==> src/rtl/multicycle_control_fsm.sv <==
// Multicycle RV32I-subset control sequencer: steps FETCH/DECODE/EXECUTE/MEM/WB,
// drives datapath selects and write enables, stalls on mem_ready, traps on unknown opcodes.
module multicycle_control_fsm (
  input  logic       clk,
  input  logic       rst_n,
  input  logic [6:0] opcode,
  input  logic [2:0] funct3,
  input  logic       funct75,
  input  logic       zero,
  input  logic       mem_ready,
  output logic       PCWrite,
  output logic       AdrSrc,
  output logic       MemWrite,
  output logic       IRWrite,
  output logic [1:0] ResultSrc,
  output logic [1:0] ALUSrcA,
  output logic [1:0] ALUSrcB,
  output logic [1:0] ImmSrc,
  output logic       RegWrite,
  output logic [2:0] ALU_control,
  output logic       illegal,
  output logic [3:0] state_o
);

  typedef enum logic [3:0] {
    S_FETCH    = 4'd0,
    S_DECODE   = 4'd1,
    S_MEMADR   = 4'd2,
    S_MEMREAD  = 4'd3,
    S_MEMWB    = 4'd4,
    S_MEMWRITE = 4'd5,
    S_EXECR    = 4'd6,
    S_ALUWB    = 4'd7,
    S_EXECI    = 4'd8,
    S_JAL      = 4'd9,
    S_BEQ      = 4'd10,
    S_TRAP     = 4'd11
  } state_t;

  localparam logic [6:0] OP_LW   = 7'b0000011;
  localparam logic [6:0] OP_SW   = 7'b0100011;
  localparam logic [6:0] OP_R    = 7'b0110011;
  localparam logic [6:0] OP_I    = 7'b0010011;
  localparam logic [6:0] OP_JAL  = 7'b1101111;
  localparam logic [6:0] OP_BEQ  = 7'b1100011;

  localparam logic [1:0] ALUOP_ADD   = 2'b00;
  localparam logic [1:0] ALUOP_SUB   = 2'b01;
  localparam logic [1:0] ALUOP_FUNCT = 2'b10;

  localparam logic [2:0] ALU_ADD = 3'b000;
  localparam logic [2:0] ALU_SUB = 3'b001;
  localparam logic [2:0] ALU_AND = 3'b010;
  localparam logic [2:0] ALU_OR  = 3'b011;
  localparam logic [2:0] ALU_SLT = 3'b101;

  state_t     state_q, state_d;
  logic       illegal_q, illegal_d;

  logic       pc_write_c;
  logic       mem_write_c;
  logic       ir_write_c;
  logic       reg_write_c;
  logic [1:0] alu_op;

  always_ff @(posedge clk or negedge rst_n) begin
    if (!rst_n) begin
      state_q   <= S_FETCH;
      illegal_q <= 1'b0;
    end else begin
      state_q   <= state_d;
      illegal_q <= illegal_d;
    end
  end

  always_comb begin
    state_d     = state_q;
    illegal_d   = illegal_q;
    pc_write_c  = 1'b0;
    mem_write_c = 1'b0;
    ir_write_c  = 1'b0;
    reg_write_c = 1'b0;
    AdrSrc      = 1'b0;
    ResultSrc   = 2'b00;
    ALUSrcA     = 2'b00;
    ALUSrcB     = 2'b00;
    alu_op      = ALUOP_ADD;

    unique case (state_q)
      S_FETCH: begin
        ALUSrcB    = 2'b10;
        ResultSrc  = 2'b10;
        ir_write_c = mem_ready;
        pc_write_c = mem_ready;
        if (mem_ready) state_d = S_DECODE;
      end
      S_DECODE: begin
        // ALUOut captures OldPC + imm so a following BEQ already has its target
        ALUSrcA = 2'b01;
        ALUSrcB = 2'b01;
        unique case (opcode)
          OP_LW, OP_SW: state_d = S_MEMADR;
          OP_R:         state_d = S_EXECR;
          OP_I:         state_d = S_EXECI;
          OP_JAL:       state_d = S_JAL;
          OP_BEQ:       state_d = S_BEQ;
          default: begin
            state_d   = S_TRAP;
            illegal_d = 1'b1;
          end
        endcase
      end
      S_MEMADR: begin
        ALUSrcA = 2'b10;
        ALUSrcB = 2'b01;
        state_d = opcode[5] ? S_MEMWRITE : S_MEMREAD;
      end
      S_MEMREAD: begin
        AdrSrc = 1'b1;
        if (mem_ready) state_d = S_MEMWB;
      end
      S_MEMWB: begin
        ResultSrc   = 2'b01;
        reg_write_c = 1'b1;
        state_d     = S_FETCH;
      end
      S_MEMWRITE: begin
        // strobe stays high for the whole stall so slow memory sees a stable request
        AdrSrc      = 1'b1;
        mem_write_c = 1'b1;
        if (mem_ready) state_d = S_FETCH;
      end
      S_EXECR: begin
        ALUSrcA = 2'b10;
        alu_op  = ALUOP_FUNCT;
        state_d = S_ALUWB;
      end
      S_EXECI: begin
        ALUSrcA = 2'b10;
        ALUSrcB = 2'b01;
        alu_op  = ALUOP_FUNCT;
        state_d = S_ALUWB;
      end
      S_ALUWB: begin
        reg_write_c = 1'b1;
        state_d     = S_FETCH;
      end
      S_JAL: begin
        ALUSrcA    = 2'b01;
        ALUSrcB    = 2'b10;
        pc_write_c = 1'b1;
        state_d    = S_ALUWB;
      end
      S_BEQ: begin
        ALUSrcA    = 2'b10;
        alu_op     = ALUOP_SUB;
        pc_write_c = zero;
        state_d    = S_FETCH;
      end
      S_TRAP: begin
        state_d = S_TRAP;
      end
      default: begin
        state_d = S_FETCH;
      end
    endcase
  end

  always_comb begin
    ALU_control = ALU_ADD;
    unique case (alu_op)
      ALUOP_ADD: ALU_control = ALU_ADD;
      ALUOP_SUB: ALU_control = ALU_SUB;
      default: begin
        unique case (funct3)
          3'b000:  ALU_control = (opcode[5] && funct75) ? ALU_SUB : ALU_ADD;
          3'b010:  ALU_control = ALU_SLT;
          3'b110:  ALU_control = ALU_OR;
          3'b111:  ALU_control = ALU_AND;
          default: ALU_control = ALU_ADD;
        endcase
      end
    endcase
  end

  always_comb begin
    ImmSrc = 2'b00;
    unique case (opcode)
      OP_SW:   ImmSrc = 2'b01;
      OP_BEQ:  ImmSrc = 2'b10;
      OP_JAL:  ImmSrc = 2'b11;
      default: ImmSrc = 2'b00;
    endcase
  end

  // Write enables are masked by rst_n so nothing commits while reset is held.
  assign PCWrite  = pc_write_c  & rst_n;
  assign MemWrite = mem_write_c & rst_n;
  assign IRWrite  = ir_write_c  & rst_n;
  assign RegWrite = reg_write_c & rst_n;
  assign illegal  = illegal_q;
  assign state_o  = state_q;

endmodule

==> config.mk <==
export PLATFORM = sky130hd
export DESIGN_NAME = multicycle_control_fsm
export DESIGN_NICKNAME = d
export VERILOG_FILES = /design/src/rtl/multicycle_control_fsm.sv
export SDC_FILE = /design/constraint.sdc
export NUM_CORES = 1
export LEC_CHECK = 0
export ABC_AREA = 0
export ABC_CLOCK_PERIOD_IN_PS = 4900
export CAP_MARGIN = 20
export CORE_UTILIZATION = 41
export DETAILED_ROUTE_END_ITERATION = 8
export HOLD_SLACK_MARGIN = 0.05
export PLACE_DENSITY = 0.81
export SYNTH_ARGS = -nofsm -noshare
export SYNTH_HDL_FRONTEND = slang
export SYNTH_SLANG_ARGS = --single-unit
==> constraint.sdc <==
create_clock -name clk -period 4.9 [get_ports clk]
set_clock_uncertainty 0.15 [all_clocks]
set_input_delay 0.98 -clock clk [delete_from_list [all_inputs] [get_ports clk]]
set_output_delay 0.98 -clock clk [all_outputs]
set_load 0.01 [all_outputs]
==> results.md <==
- Status: finished, final reports clean
- Mapped Cells: 91
- Largest family of logic cells by synthesized area: simple AND/OR/NAND/NOR gates
- Number of synthesized flops with an enable pin: 0
- P_leak: around 0.38 nW
- DP HPWL: between 1000 and 1500 um
- Power density over the cells: 558 nW/um2
- Initial antenna violation count: 0
- Synth top area share: 18.9%
- Netlist cell types: 38
- Layout net count: 138
- Flop2flop setup slack: 2770 ps
- Pin count of the biggest net entering global routing: 23
- YS warnings: 0
- CTS Root Cell: clkbuf_4
- Simple-gate area share of the yosys netlist: 39.6%
- Slew Limit Fails: 0
- WL final: around 1900 um
- Top delay family on crit path: buffers and inverters
- Layout Cells excl Fill: between 100 and 150
- Worst Setup End Kind: output port
- First-pass detailed-route iteration total: 4
- RD Place Congestion: between 0.8 and 0.9
- Drt wl/cell: about 14 um
- Cells along the critical path: clkdlybuf4s50_1, nand4b_1, nor3b_1, clkdlybuf4s50_1
- Mapped cell area: 663 um2
- CP most frequent cell: clkdlybuf4s50_1
- Synthesized flop and latch total: 5
- Hold Crit Class: register to register
- Buf/Inv on CP: 2
- Via count: between 800 and 900
- Max clock buf depth: 2
- Antenna-violating nets left: 0
- Post-synthesis xor/xnor area fraction: 3.96%
- Crit path required time: 3770 ps
- Htree depth: 1
- Slew @ Worst Pin: 705 ps
- CTS tree: done
- Cts hold-fix bufs: 0
- Total GRT Usage: between 20% and 30%
- Slowest cell on crit path: clkdlybuf4s50_1
- Final instance area: about 1000 um2
- Rows: 14
- # IOs: 36
- Core area: approximately 1500 um2
- Tcrit/Tclk final: 79.6%
- Starting Density: 44.0%
- Crit path launch type: input port
- Synth Flop Type: dfrtp_1
- Layout cell share with drive strength beyond 1: just under 5%
- Fin crit period: 3900 ps
- Register area share after synthesis: between 10% and 20%
- Adder-cell share of the synthesized area: 1.51%
- CTS Buf Count: 3
- Post-synth ARST share: 100%
- Antenna Cells: 0
- Highest clock rate: approximately 0.26 GHz
- Avg Inst Size Synth: 7.29 um2
- First-pass GRT wire length: 3250 um
- Residual DRC count: 0
- GRT overflow: 0
- First DRT Iteration DRCs: 17
- Final setup violation count: 0
- Total placed cells including tap cells: 134
- CTS-repair resized insts: 0
- Most frequent cells in the layout: clkdlybuf4s50_1 (35), nand2_1 (7), nor2_1 (7), nand2b_1 (6), a21oi_1 (6)
- Die ar.: 1780 um2
- Final Hold Vio Count: 0
- # port buffers: 35
- Commonest non-fill, non-tap cell in the layout: clkdlybuf4s50_1
- Max cap viols: 0
- Vias in the first global route: 722
- Die Width: 42.2 um
- RSZ-0062 raised after global routing: no
- Synth Area in Compound Gates: approximately a quarter
- Post-DP Area: ~1000 um2
- Crit path DAT: 2770 ps
- Setup TNS: 0 ps
- Mux contribution to synthesized area: 4.72%
- Clk slew on worst S/H paths: roughly 40 ps
- Clk_lat worst skew: ~250 ps
- CP max stage delay: 620 ps
- Max rail drop VDD: approximately 0.31 mV
- Post-synth net total: 106
- Area delta synth->final: 54.7%
- CTS Sinks: 5
- Routed vias/inst: approximately 6.0
- Worst Path Max Fanout: 7
- Slew HR: a little over half
- Top area cells in the synthesized netlist: dfrtp_1 (19%), nand2b_1 (5.7%), nor2b_1 (4.7%)
- Total power: 0.573 mW
- Area leader, netlist: dfrtp_1
- Die Ht: approximately 42 um
- Setup bufs post-CTS: 0
- Kind of critical path: input port to output port
registers in the layout (all words and copies together) (netlist names):
signal and count:
state_o 4, illegal 1
final timing paths:
check,startpoint,endpoint,depth (start not counted)
worst max-delay path,opcode[5],ImmSrc[1],4
worst min-delay path,illegal$_DFFE_PN0P_,illegal$_DFFE_PN0P_,2
worst max register to register,state_o[1]$_DFFE_PN0P_,state_o[1]$_DFFE_PN0P_,3
worst min register to register,illegal$_DFFE_PN0P_,illegal$_DFFE_PN0P_,2
max in group asynchronous,rst_n,state_o[1]$_DFFE_PN0P_,1
min in group asynchronous,rst_n,state_o[2]$_DFFE_PN0P_,1
cells in the mapped netlist (2+ instances only):
cell / n
nand2_1: 7
nor2_1: 7
a21oi_1: 6
clkbuf_1: 6
nand2b_1: 6
dfrtp_1: 5
nor2b_1: 5
nor3_1: 4
inv_1: 3
nor3b_1: 3
nor4_1: 3
o22ai_1: 3
a211oi_1: 2
and3_1: 2
mux2i_1: 2
o31ai_1: 2
o32ai_1: 2
or4_1: 2
xor2_1: 2
worst register-to-register path, stage by stage, from the launching register on:
cell and delay, ps:
dfrtp_1 630, or4b_4 670, or4_1 440, o211ai_2 170
kinds of logic after synthesis:
group | count (synthesis)
compound gates | 23
xor+xnor | 3
buf+inv | 11
mux | 3
simple gates | 45
fa+ha+maj | 1
flops | 5
per-layer routing:
layer	up-vias	routed length [um]	track usage, %
li1	407	-	-
met1	394	861	30.4
met2	23	941	35.7
met3	2	114	9.05
met4	0	8	8.13
met5	-	0	0
area by class of cell:
cell class / instances / area [um2]
clock buffer: 4 / 26.3
fill: 122 / 480
inverter: 3 / 11.3
multi-input combinational: 75 / 493
sequential: 5 / 125
tap: 16 / 20.0
timing repair buffer: 35 / 350
where the power goes:
part           switching (mW)  leakage, nW  total, mW  internal, mW
combinational           0.155        0.308      0.379         0.224
sequential             0.0862       0.0596      0.143        0.0566
clock                  0.0199       0.0150     0.0509        0.0310
total                   0.261        0.382      0.573         0.311
per-stage QoR:
step	setup slack [ps]	hold slack, ps	util (%)
detailed placement	1020	311	66.4
global route	904	360	68.1
CTS	1010	322	68.1
global placement	1060	315	66.4
finish	999	313	68.1
floorplan	2030	353	-
Power figures use the tool's default switching activity.
